[config.mk]
export PLATFORM = sky130hd
export DESIGN_NAME = fp_div_issuer
export DESIGN_NICKNAME = d
export VERILOG_FILES = /design/src/rtl/fp_div_issuer.sv
export SDC_FILE = /design/constraint.sdc
export NUM_CORES = 1
export LEC_CHECK = 0
export CORE_MARGIN = 10
export CORE_UTILIZATION = 34
export DETAILED_ROUTE_END_ITERATION = 12
export PLACE_DENSITY = 0.73
export SLEW_MARGIN = 20
export SYNTH_ARGS = -nofsm -noshare
export SYNTH_HDL_FRONTEND = slang
export SYNTH_SLANG_ARGS = --single-unit
[constraint.sdc]
create_clock -name clk_i -period 1.5 [get_ports clk_i]
set_clock_uncertainty 0.2 [all_clocks]
set_input_delay 0.15 -clock clk_i [delete_from_list [all_inputs] [get_ports clk_i]]
set_output_delay 0.15 -clock clk_i [all_outputs]
set_load 0.1 [all_outputs]
[src/rtl/fp_div_issuer.sv]
// Start/done issuer for the iterative fp_div + fp_rnd pair: one request in flight, tagged response out.
// Optional build macro FP_DIV_ISSUER_TIMEOUT_EN adds a WAIT watchdog that answers with a canonical qNaN.

package fp_div_issuer_pkg;

  typedef enum logic [2:0] {
    FP32    = 3'd0,
    FP64    = 3'd1,
    FP16    = 3'd2,
    FP8     = 3'd3,
    FP16ALT = 3'd4
  } fp_format_e;

  typedef enum logic [2:0] {
    RNE = 3'b000,
    RTZ = 3'b001,
    RDN = 3'b010,
    RUP = 3'b011,
    RMM = 3'b100
  } roundmode_e;

  typedef struct packed {
    logic NV;
    logic DZ;
    logic OF;
    logic UF;
    logic NX;
  } status_t;

  function automatic int unsigned fp_width(input fp_format_e fmt);
    case (fmt)
      FP32:    return 32;
      FP64:    return 64;
      FP16:    return 16;
      FP8:     return 8;
      FP16ALT: return 16;
      default: return 32;
    endcase
  endfunction

  function automatic int unsigned fp_exp_bits(input fp_format_e fmt);
    case (fmt)
      FP32:    return 8;
      FP64:    return 11;
      FP16:    return 5;
      FP8:     return 5;
      FP16ALT: return 8;
      default: return 8;
    endcase
  endfunction

endpackage

module fp_div_issuer
  import fp_div_issuer_pkg::*;
#(
  parameter fp_format_e  FP_FORMAT      = FP32,
  parameter int unsigned FP_WIDTH       = fp_width(FP_FORMAT),
  parameter int unsigned TAG_WIDTH      = 4,
  parameter int unsigned TIMEOUT_CYCLES = 64
) (
  input  logic                 clk_i,
  input  logic                 reset_i,
  input  logic                 req_valid_i,
  output logic                 req_ready_o,
  input  logic [FP_WIDTH-1:0]  req_a_i,
  input  logic [FP_WIDTH-1:0]  req_b_i,
  input  roundmode_e           req_rnd_i,
  input  logic [TAG_WIDTH-1:0] req_tag_i,
  output logic                 div_start_o,
  output logic [FP_WIDTH-1:0]  div_a_o,
  output logic [FP_WIDTH-1:0]  div_b_o,
  output roundmode_e           div_rnd_o,
  input  logic                 div_done_i,
  input  logic [FP_WIDTH-1:0]  div_result_i,
  input  status_t              div_flags_i,
  input  logic                 div_dz_i,
  output logic                 rsp_valid_o,
  input  logic                 rsp_ready_i,
  output logic [FP_WIDTH-1:0]  rsp_result_o,
  output status_t              rsp_flags_o,
  output logic [TAG_WIDTH-1:0] rsp_tag_o,
  output logic                 rsp_timeout_o
);

  localparam int unsigned EXP_W = fp_exp_bits(FP_FORMAT);

  localparam logic [1:0] S_IDLE   = 2'd0;
  localparam logic [1:0] S_LAUNCH = 2'd1;
  localparam logic [1:0] S_WAIT   = 2'd2;
  localparam logic [1:0] S_RESP   = 2'd3;

  if (TIMEOUT_CYCLES < 2) begin : g_bad_timeout
    $error("fp_div_issuer: TIMEOUT_CYCLES must be at least 2");
  end

  // Sign 0, exponent all ones, mantissa MSB only.
  function automatic logic [FP_WIDTH-1:0] canonical_qnan();
    logic [FP_WIDTH-1:0] ones;
    ones = '1;
    return (ones >> 1) ^ (ones >> (EXP_W + 2));
  endfunction

  function automatic status_t merge_dz(input status_t flags, input logic dz);
    status_t merged;
    merged    = flags;
    merged.DZ = flags.DZ | dz;
    return merged;
  endfunction

  logic [1:0]           state_q;
  logic [1:0]           state_d;
  logic                 ready_q;
  logic                 start_q;
  logic                 valid_q;
  logic [FP_WIDTH-1:0]  a_q;
  logic [FP_WIDTH-1:0]  b_q;
  roundmode_e           rnd_q;
  logic [TAG_WIDTH-1:0] tag_q;
  logic [FP_WIDTH-1:0]  result_q;
  status_t              flags_q;
  logic                 timeout_q;
  logic                 timeout_hit;

  always_comb begin
    state_d = state_q;
    case (state_q)
      S_IDLE:   if (req_valid_i && ready_q) state_d = S_LAUNCH;
      S_LAUNCH: state_d = S_WAIT;
      S_WAIT:   if (div_done_i || timeout_hit) state_d = S_RESP;
      S_RESP:   if (rsp_ready_i) state_d = S_IDLE;
      default:  state_d = S_IDLE;
    endcase
  end

  // Control: state plus registered handshake/strobe outputs decoded from the next state.
  always_ff @(posedge clk_i) begin
    if (reset_i) begin
      state_q <= S_IDLE;
      ready_q <= 1'b1;
      start_q <= 1'b0;
      valid_q <= 1'b0;
    end else begin
      state_q <= state_d;
      ready_q <= (state_d == S_IDLE);
      start_q <= (state_d == S_LAUNCH);
      valid_q <= (state_d == S_RESP);
    end
  end

  // Operands: captured on accept and held until the next accepted request.
  always_ff @(posedge clk_i) begin
    if (reset_i) begin
      a_q   <= '0;
      b_q   <= '0;
      rnd_q <= RNE;
      tag_q <= '0;
    end else if (state_q == S_IDLE && req_valid_i && ready_q) begin
      a_q   <= req_a_i;
      b_q   <= req_b_i;
      rnd_q <= req_rnd_i;
      tag_q <= req_tag_i;
    end
  end

  // Response: only WAIT looks at done, so stray or late pulses elsewhere are dropped.
  always_ff @(posedge clk_i) begin
    if (reset_i) begin
      result_q <= '0;
      flags_q  <= '0;
    end else if (state_q == S_WAIT) begin
      if (div_done_i) begin
        result_q <= div_result_i;
        flags_q  <= merge_dz(div_flags_i, div_dz_i);
      end else if (timeout_hit) begin
        result_q <= canonical_qnan();
        flags_q  <= '{NV: 1'b1, default: 1'b0};
      end
    end
  end

`ifdef FP_DIV_ISSUER_TIMEOUT_EN
  localparam int unsigned      CNT_W    = $clog2(TIMEOUT_CYCLES);
  localparam logic [CNT_W-1:0] CNT_LAST = CNT_W'(TIMEOUT_CYCLES - 1);

  logic [CNT_W-1:0] cnt_q;

  assign timeout_hit = (cnt_q == CNT_LAST);

  // Cleared in LAUNCH and frozen at CNT_LAST, so it cannot wrap.
  always_ff @(posedge clk_i) begin
    if (reset_i) begin
      cnt_q <= '0;
    end else if (state_q == S_LAUNCH) begin
      cnt_q <= '0;
    end else if (state_q == S_WAIT && !div_done_i && !timeout_hit) begin
      cnt_q <= cnt_q + 1'b1;
    end
  end

  always_ff @(posedge clk_i) begin
    if (reset_i) begin
      timeout_q <= 1'b0;
    end else if (state_q == S_WAIT) begin
      if (div_done_i) begin
        timeout_q <= 1'b0;
      end else if (timeout_hit) begin
        timeout_q <= 1'b1;
      end
    end
  end
`else
  assign timeout_hit = 1'b0;
  assign timeout_q   = 1'b0;
`endif

  assign req_ready_o   = ready_q;
  assign div_start_o   = start_q;
  assign div_a_o       = a_q;
  assign div_b_o       = b_q;
  assign div_rnd_o     = rnd_q;
  assign rsp_valid_o   = valid_q;
  assign rsp_result_o  = result_q;
  assign rsp_flags_o   = flags_q;
  assign rsp_tag_o     = tag_q;
  assign rsp_timeout_o = timeout_q;

endmodule

==> run_results.csv, run 1 <==
group,metric,value,unit
status,outcome,"completed",
worst_setup_path,arrival,1.56,ns
logic_synthesis,yosysWarningCount,0,
worst_setup_path,worstReg2RegEnd,"div_b_o[1]$_SDFFE_PP0P_",
hold_path,min-delay-start,"req_a_i[12]",
clock_tree,cts_buffer_depth,2,
sta,hold_slack,0.0961,ns
pwr,vdd_ir_drop_max,0.000884,V
route,drt-pass1-iter-count,4,
finish,area_growth,104,%
logic_synthesis,yosysTopAreaCellShare,0.574,
clock_tree,clk_pin_slew,0.05,ns
logic_synthesis,yosysUniqueCellTypes,20,
sta,fin_crit,1.44,ns
clock_tree,post_cts_buffers,0,
sta,final_hold_viol_count,0,
pwr,p_total,11.3,mW
logic_synthesis,netlist_area,3940,um2
pwr,cellLeakagePower,3.06,nW
logic_synthesis,synth_seq_cells,113,
pwr,cellPowerDensity,1400,nW/um2
sta,max_freq,0.697,GHz
sta,period_share,0.957,
flow_run,drv_cap,0,
logic_synthesis,yosys-top-cells-count,"nand2_1, dfxtp_1, a21oi_1",
logic_synthesis,ys.flop_type,"dfxtp_1",
finish,diodes,0,
placement,dp_hpwl,11.2,mm
worst_setup_path,critical_path.endpoint,"div_b_o[1]$_SDFFE_PP0P_",
route,vias_per_cell,4.74,
logic_synthesis,yosysSeqAreaShare,0.574,
clock_tree,cts_root_buffer,"clkbuf_16",
worst_setup_path,reg2reg_setup_slack,0.06,ns
worst_setup_path,start_kind,"flop",
global_routing,grt_first_pass_wirelength,22.8,mm
clock_tree,htree_levels,4,
hold_path,hold_path.class,"input pin to flop",
logic_synthesis,avgSynthCellArea,8.10,um2
floorplanning,die_w,128,um
clock_tree,worstSkewPairLatency,0.40,ns
logic_synthesis,synth_fp_nets,601,
logic_synthesis,synth.area.top_cells,"dfxtp_1, nand2_1, a21oi_1",
route,drt_iter0_drc,241,
global_routing,grt_max_degree,63,
route,num_vias,4087,
logic_synthesis,syn_inst,487,
placement,placement.io_buffers,224,
global_routing,first_global_vias,4285,
floorplanning,dieHeight,128,um
clock_tree,cts_sinks,113,
logic_synthesis,synth_edf_count,0,
worst_setup_path,reg2regPathDepth,4,
worst_setup_path,startpoint,"state_q[0]$_SDFF_PP0_",
global_routing,overflow,0,
worst_setup_path,required,1.63,ns
route,post-route-drc-count,0,
sta,setup_viol,0,
route,drt-wirelength-per-cell,16.9,um
route,wl,14.6,mm
clock_tree,numCtsBuffers,17,
logic_synthesis,yosysMostFrequentCell,"nand2_1",
worst_setup_path,end_kind,"flop",
floorplanning,dieArea,16300,um2
sta,rsz0062_at_grt,"false",
logic_synthesis,async_flop_share,0,
global_routing,antenna_found_initial,0,
finish,fillCellCount,853,
clock_tree,tritoncts,"yes",
hold_path,min_delay_path_depth,3,
worst_setup_path,r2r-start,"state_q[0]$_SDFF_PP0_",
placement,place_congestion,0.804,
floorplanning,num_rows,39,
worst_setup_path,critical_path_class,"flop to flop",
sta,slew_violations,0,
global_routing,grt_usage,0.175,
logic_synthesis,yosysTopAreaCell,"dfxtp_1",
route,ant_nets,0,
worst_setup_path,worstPathMaxFanout,25,
floorplanning,io_pins,226,
floorplanning,core,11400,um2
floorplanning,start_util,0.347,
finish,drive_above_1_share,0.224,
finish,layout.nets,823,
## critical path, cell delays in order, from the launching register on
cell      delay, ns
dfxtp_1        0.34
and4bb_4       0.41
buf_12         0.18
nand2_1        0.08
a21oi_2        0.14
## layout make-up
class | instances | area (um2) | share of cell area
Clock buffer | 25 | 517 | 0.0642
Sequential cell | 113 | 2270 | 0.281
Inverter | 1 | 3.75 | 0.000466
Multi-Input combinational cell | 337 | 1480 | 0.184
Timing Repair Buffer | 239 | 3560 | 0.442
Clock inverter | 5 | 50.0 | 0.00621
Tap cell | 143 | 179 | 0.0222
## power breakdown
part           switching (mW)  internal, mW
logic                    2.47          1.48
registers               0.268          3.27
clock network            1.28          2.52
## metrics by stage
stage / std cells / cell area [um2] / utilization / setup TNS (ns) / worst slack, ns
after CTS: 863 / 8040 / 0.707 / 0 / 0.0108
after detailed placement: 832 / 7460 / 0.656 / -13.42 / -0.189
final: 863 / 8060 / 0.708 / 0 / 0.0646
after global routing: 863 / 8060 / 0.708 / 0 / 0.00246
after global placement: 832 / 7460 / 0.656 / -8.63 / -0.152
after floorplan: 487 / 3950 / - / 0 / 0.0249
## metal layers
layer	track usage	part of all wire	up-vias	wire, um
li1	-	-	2009	-
met3	0.0860	0.091	28	1320
met4	0.0702	0.027	0	399
met5	0	0	-	0
met2	0.308	0.52	164	7610
met1	0.172	0.36	1886	5230
## repair_timing
action | in CTS | in global routing
pin swaps | 0 | 1
hold buffers | 1 | 0
hold endpoints to repair | 5 | 0
resized for setup | 1 | 5
endpoints found under the setup margin | 2 | 18
## how the worst min path moves through the flow
stage / to / slack [ns]
after CTS: div_b_o[18]$_SDFFE_PP0P_ / 0.08
after global placement: div_start_o$_SDFF_PP0_ / 0.19
after floorplan: state_q[1]$_SDFF_PP0_ / 0.08
after detailed placement: div_start_o$_SDFF_PP0_ / 0.19
after global routing: div_a_o[13]$_SDFFE_PP0P_ / 0.08
final: div_a_o[12]$_SDFFE_PP0P_ / 0.1
## layout by cell type, fill, tap and decap left out, drive strengths merged
| cell | n |
|---|---|
| nand4bb | 1 |
| inv | 1 |
| nand2 | 214 |
| a31oi | 1 |
| nor3 | 2 |
| a21oi | 107 |
| bufinv | 1 |
| dlygate4sd3 | 1 |
| and4bb | 1 |
| and3b | 1 |
| clkbuf | 25 |
| conb | 1 |
| clkinv | 4 |
| nand3b | 1 |
| o21bai | 1 |
| clkdlybuf4s50 | 112 |
| o22ai | 1 |
| dfxtp | 113 |
| buf | 126 |
| mux2i | 1 |
| nor2 | 4 |
| nand2b | 1 |
## kinds of logic (layout without fill, tap and decap cells)
group	Yosys count	after routing	synth area share
other	1	1	0.000951
flip-flops	113	113	0.574
AND/OR/NAND/NOR	225	225	0.223
AO/OA/AOI/OAI	110	110	0.141
buffers and inverters	37	270	0.0593
multiplexers	1	1	0.00254
## flip-flops by register name, summed over array words and instances, names as in the netlist, 2 cells and up
| register | count |
|---|---|
| div_b_o | 32 |
| state_q | 2 |
| rsp_flags_o | 5 |
| rsp_result_o | 32 |
| rsp_tag_o | 4 |
| div_rnd_o | 3 |
| div_a_o | 32 |
(Power assumes the default switching activity.)
==> run 2, diff against run 1 <==
GPL_TIMING_DRIVEN = 0   (was not set)
SKIP_CTS_REPAIR_TIMING = 1   (was not set)
==> run 2 against run 1 <==
Net effect: setup slack worse by 0.068 ns; via count is 3.7% higher; cell count is 3.2% higher; die area stayed put; wire length is 3.8% higher; critical path depth is 1 higher; register-to-register slack worse by 0.07 ns; the run now ends with setup timing left; critical path type unchanged; fmax is 4.5% lower.
==> run_results.csv, run 2 (same netlist as run 1, synthesis figures left out) <==
group,metric,value,unit
clock_tree,tritoncts,"yes",
sta,slew_violations,0,
sta,fin_ws,-0.00346,ns
clock_tree,cts_root_buffer,"clkbuf_16",
pwr,cellLeakagePower,2.95,nW
finish,stdcell_count,891,
worst_setup_path,reg2reg_setup_slack,-0.003,ns
global_routing,antenna_found_initial,0,
worst_setup_path,crit_chain,"and4bb_2 -> clkbuf_16 -> clkbuf_16 -> nand2_4 -> a21oi_2",
floorplanning,dieArea,16300,um2
worst_setup_path,cp_slowest_stage_delay,0.37,ns
floorplanning,die_w,128,um
floorplanning,start_util,0.347,
sta,fin_tns_setup,-0.00442,ns
worst_setup_path,reg2regPathDepth,5,
route,ant_nets,0,
sta,max_freq,0.665,GHz
global_routing,grt_max_degree,17,
worst_setup_path,r2r-start,"state_q[1]$_SDFF_PP0_",
global_routing,first_global_vias,4235,
placement,placement.io_buffers,224,
hold_path,min-delay-start,"req_a_i[8]",
worst_setup_path,cpMostUsedCell,"clkbuf_16",
global_routing,grt_usage,0.168,
status,violations,"setup timing",
clock_tree,htree_levels,4,
clock_tree,cts_buffer_depth,2,
floorplanning,dieHeight,128,um
sta,fin_crit,1.50,ns
sta,period_share,1.00,
global_routing,overflow,0,
hold_path,min_to,"div_a_o[8]$_SDFFE_PP0P_",
finish,drive_above_1_share,0.341,
floorplanning,num_rows,39,
worst_setup_path,worstReg2RegEnd,"div_b_o[13]$_SDFFE_PP0P_",
worst_setup_path,cp.depth,5,
clock_tree,clk_pin_slew,0.05,ns
route,wl,15.1,mm
floorplanning,core,11400,um2
placement,dp_hpwl,10.9,mm
pwr,vdd_ir_drop_max,0.000744,V
finish,area_growth,83.3,%
worst_setup_path,worstPathMaxFanout,7,
finish,layout.nets,849,
worst_setup_path,path_buf_inv,2,
worst_setup_path,crit_family,"simple AND/OR/NAND/NOR gates",
finish,fillCellCount,983,
route,drt-wirelength-per-cell,17.0,um
global_routing,grt_first_pass_wirelength,22.1,mm
route,drt_iter0_drc,154,
finish,layout_commonest_cell,"nand2_1",
route,num_vias,4240,
clock_tree,worstSkewPairLatency,0.41,ns
finish,multi_input_area,1780,um2
worst_setup_path,end_kind,"flop",
status,outcome,"complete, but fails checks",
sta,final_hold_viol_count,0,
flow_run,drv_cap,0,
worst_setup_path,required,1.63,ns
route,drt-pass1-iter-count,4,
clock_tree,numCtsBuffers,17,
placement,dp_cells,854,
sta,setup_viol,2,
floorplanning,io_pins,226,
placement,place_congestion,0.796,
finish,diodes,0,
hold_path,min_delay_path_depth,3,
pwr,cellPowerDensity,1560,nW/um2
sta,worst-slew-pin-transition,0.608,ns
worst_setup_path,critical_path_class,"flop to flop",
finish,layout_common_cells,"nand2_1, clkdlybuf4s50_1, clkbuf_4",
route,post-route-drc-count,0,
clock_tree,cts_sinks,113,
worst_setup_path,cp_slowest_cell,"dfxtp_4",
worst_setup_path,arrival,1.64,ns
hold_path,hold_path.class,"input pin to flop",
worst_setup_path,start_kind,"flop",
sta,rsz0062_at_grt,"true",
finish,ff_latch_area,2270,um2
placement,dp_slack,-0.641,ns
route,vias_per_cell,4.76,
sta,slew-limit-headroom,0.595,
==> run 2: worst max path at each step <==
| stage | start | endpoint | slack (ns) |
|---|---|---|---|
| after floorplan | rsp_flags_o[3]$_SDFFE_PP0P_ | rsp_flags_o[3]$_SDFFE_PP0P_ | 0.02 |
| after global placement | reset_i | div_a_o[31]$_SDFFE_PP0P_ | -0.55 |
| after detailed placement | reset_i | rsp_result_o[1]$_SDFFE_PP0P_ | -0.64 |
| after CTS | rsp_result_o[22]$_SDFFE_PP0P_ | rsp_result_o[22] | -0.80 |
| after global routing | state_q[1]$_SDFF_PP0_ | div_a_o[22]$_SDFFE_PP0P_ | -0.07 |
| final | state_q[1]$_SDFF_PP0_ | div_b_o[13]$_SDFFE_PP0P_ | -0.003 |
==> run 2: routing by layer <==
metal | up-vias | routed length (um) | GRT usage
met5 | - | 0 | 0
met4 | 0 | 559 | 0.0868
met3 | 38 | 1360 | 0.0815
met2 | 179 | 7540 | 0.277
met1 | 1954 | 5640 | 0.175
li1 | 2069 | - | -
==> run 2: per-stage QoR <==
stage / area [um2] / power [mW] / util / hold slack [ns]
3_3_place_gp: 6370 / 6.82 / 0.560 / 0.241
6_report: 7230 / 11.2 / 0.636 / 0.0864
5_1_grt: 7230 / 11.7 / 0.636 / 0.0897
4_1_cts: 6990 / 11.1 / 0.615 / 0.0726
3_5_place_dp: 6370 / 6.87 / 0.560 / 0.246
2_1_floorplan: 3950 / 5.87 / - / 0.0784
==> run 2: tightest hold or removal path: cells and delay by family <==
kind | cells | cell delay, ns
buf+inv | 1 | 0.39
compound gates | 1 | 0.05
simple gates | 1 | 0.05
==> run 2: where the power goes <==
| part | total, mW | switching (mW) | internal [mW] |
|---|---|---|---|
| Combinational | 3.68 | 2.63 | 1.05 |
| Sequential | 3.40 | 0.139 | 3.27 |
| Clock | 4.17 | 1.35 | 2.82 |
| Total | 11.2 | 4.12 | 7.13 |
==> run 2: area by class of cell <==
cell class,instances,share of cell area
flip-flops and latches,113,0.314
repair buffers,229,0.287
well taps,143,0.0247
inverters,1,0.000519
clock buffers,23,0.0689
multi-input cells,337,0.246
plain buffers,36,0.0417
clock inverters,9,0.0177
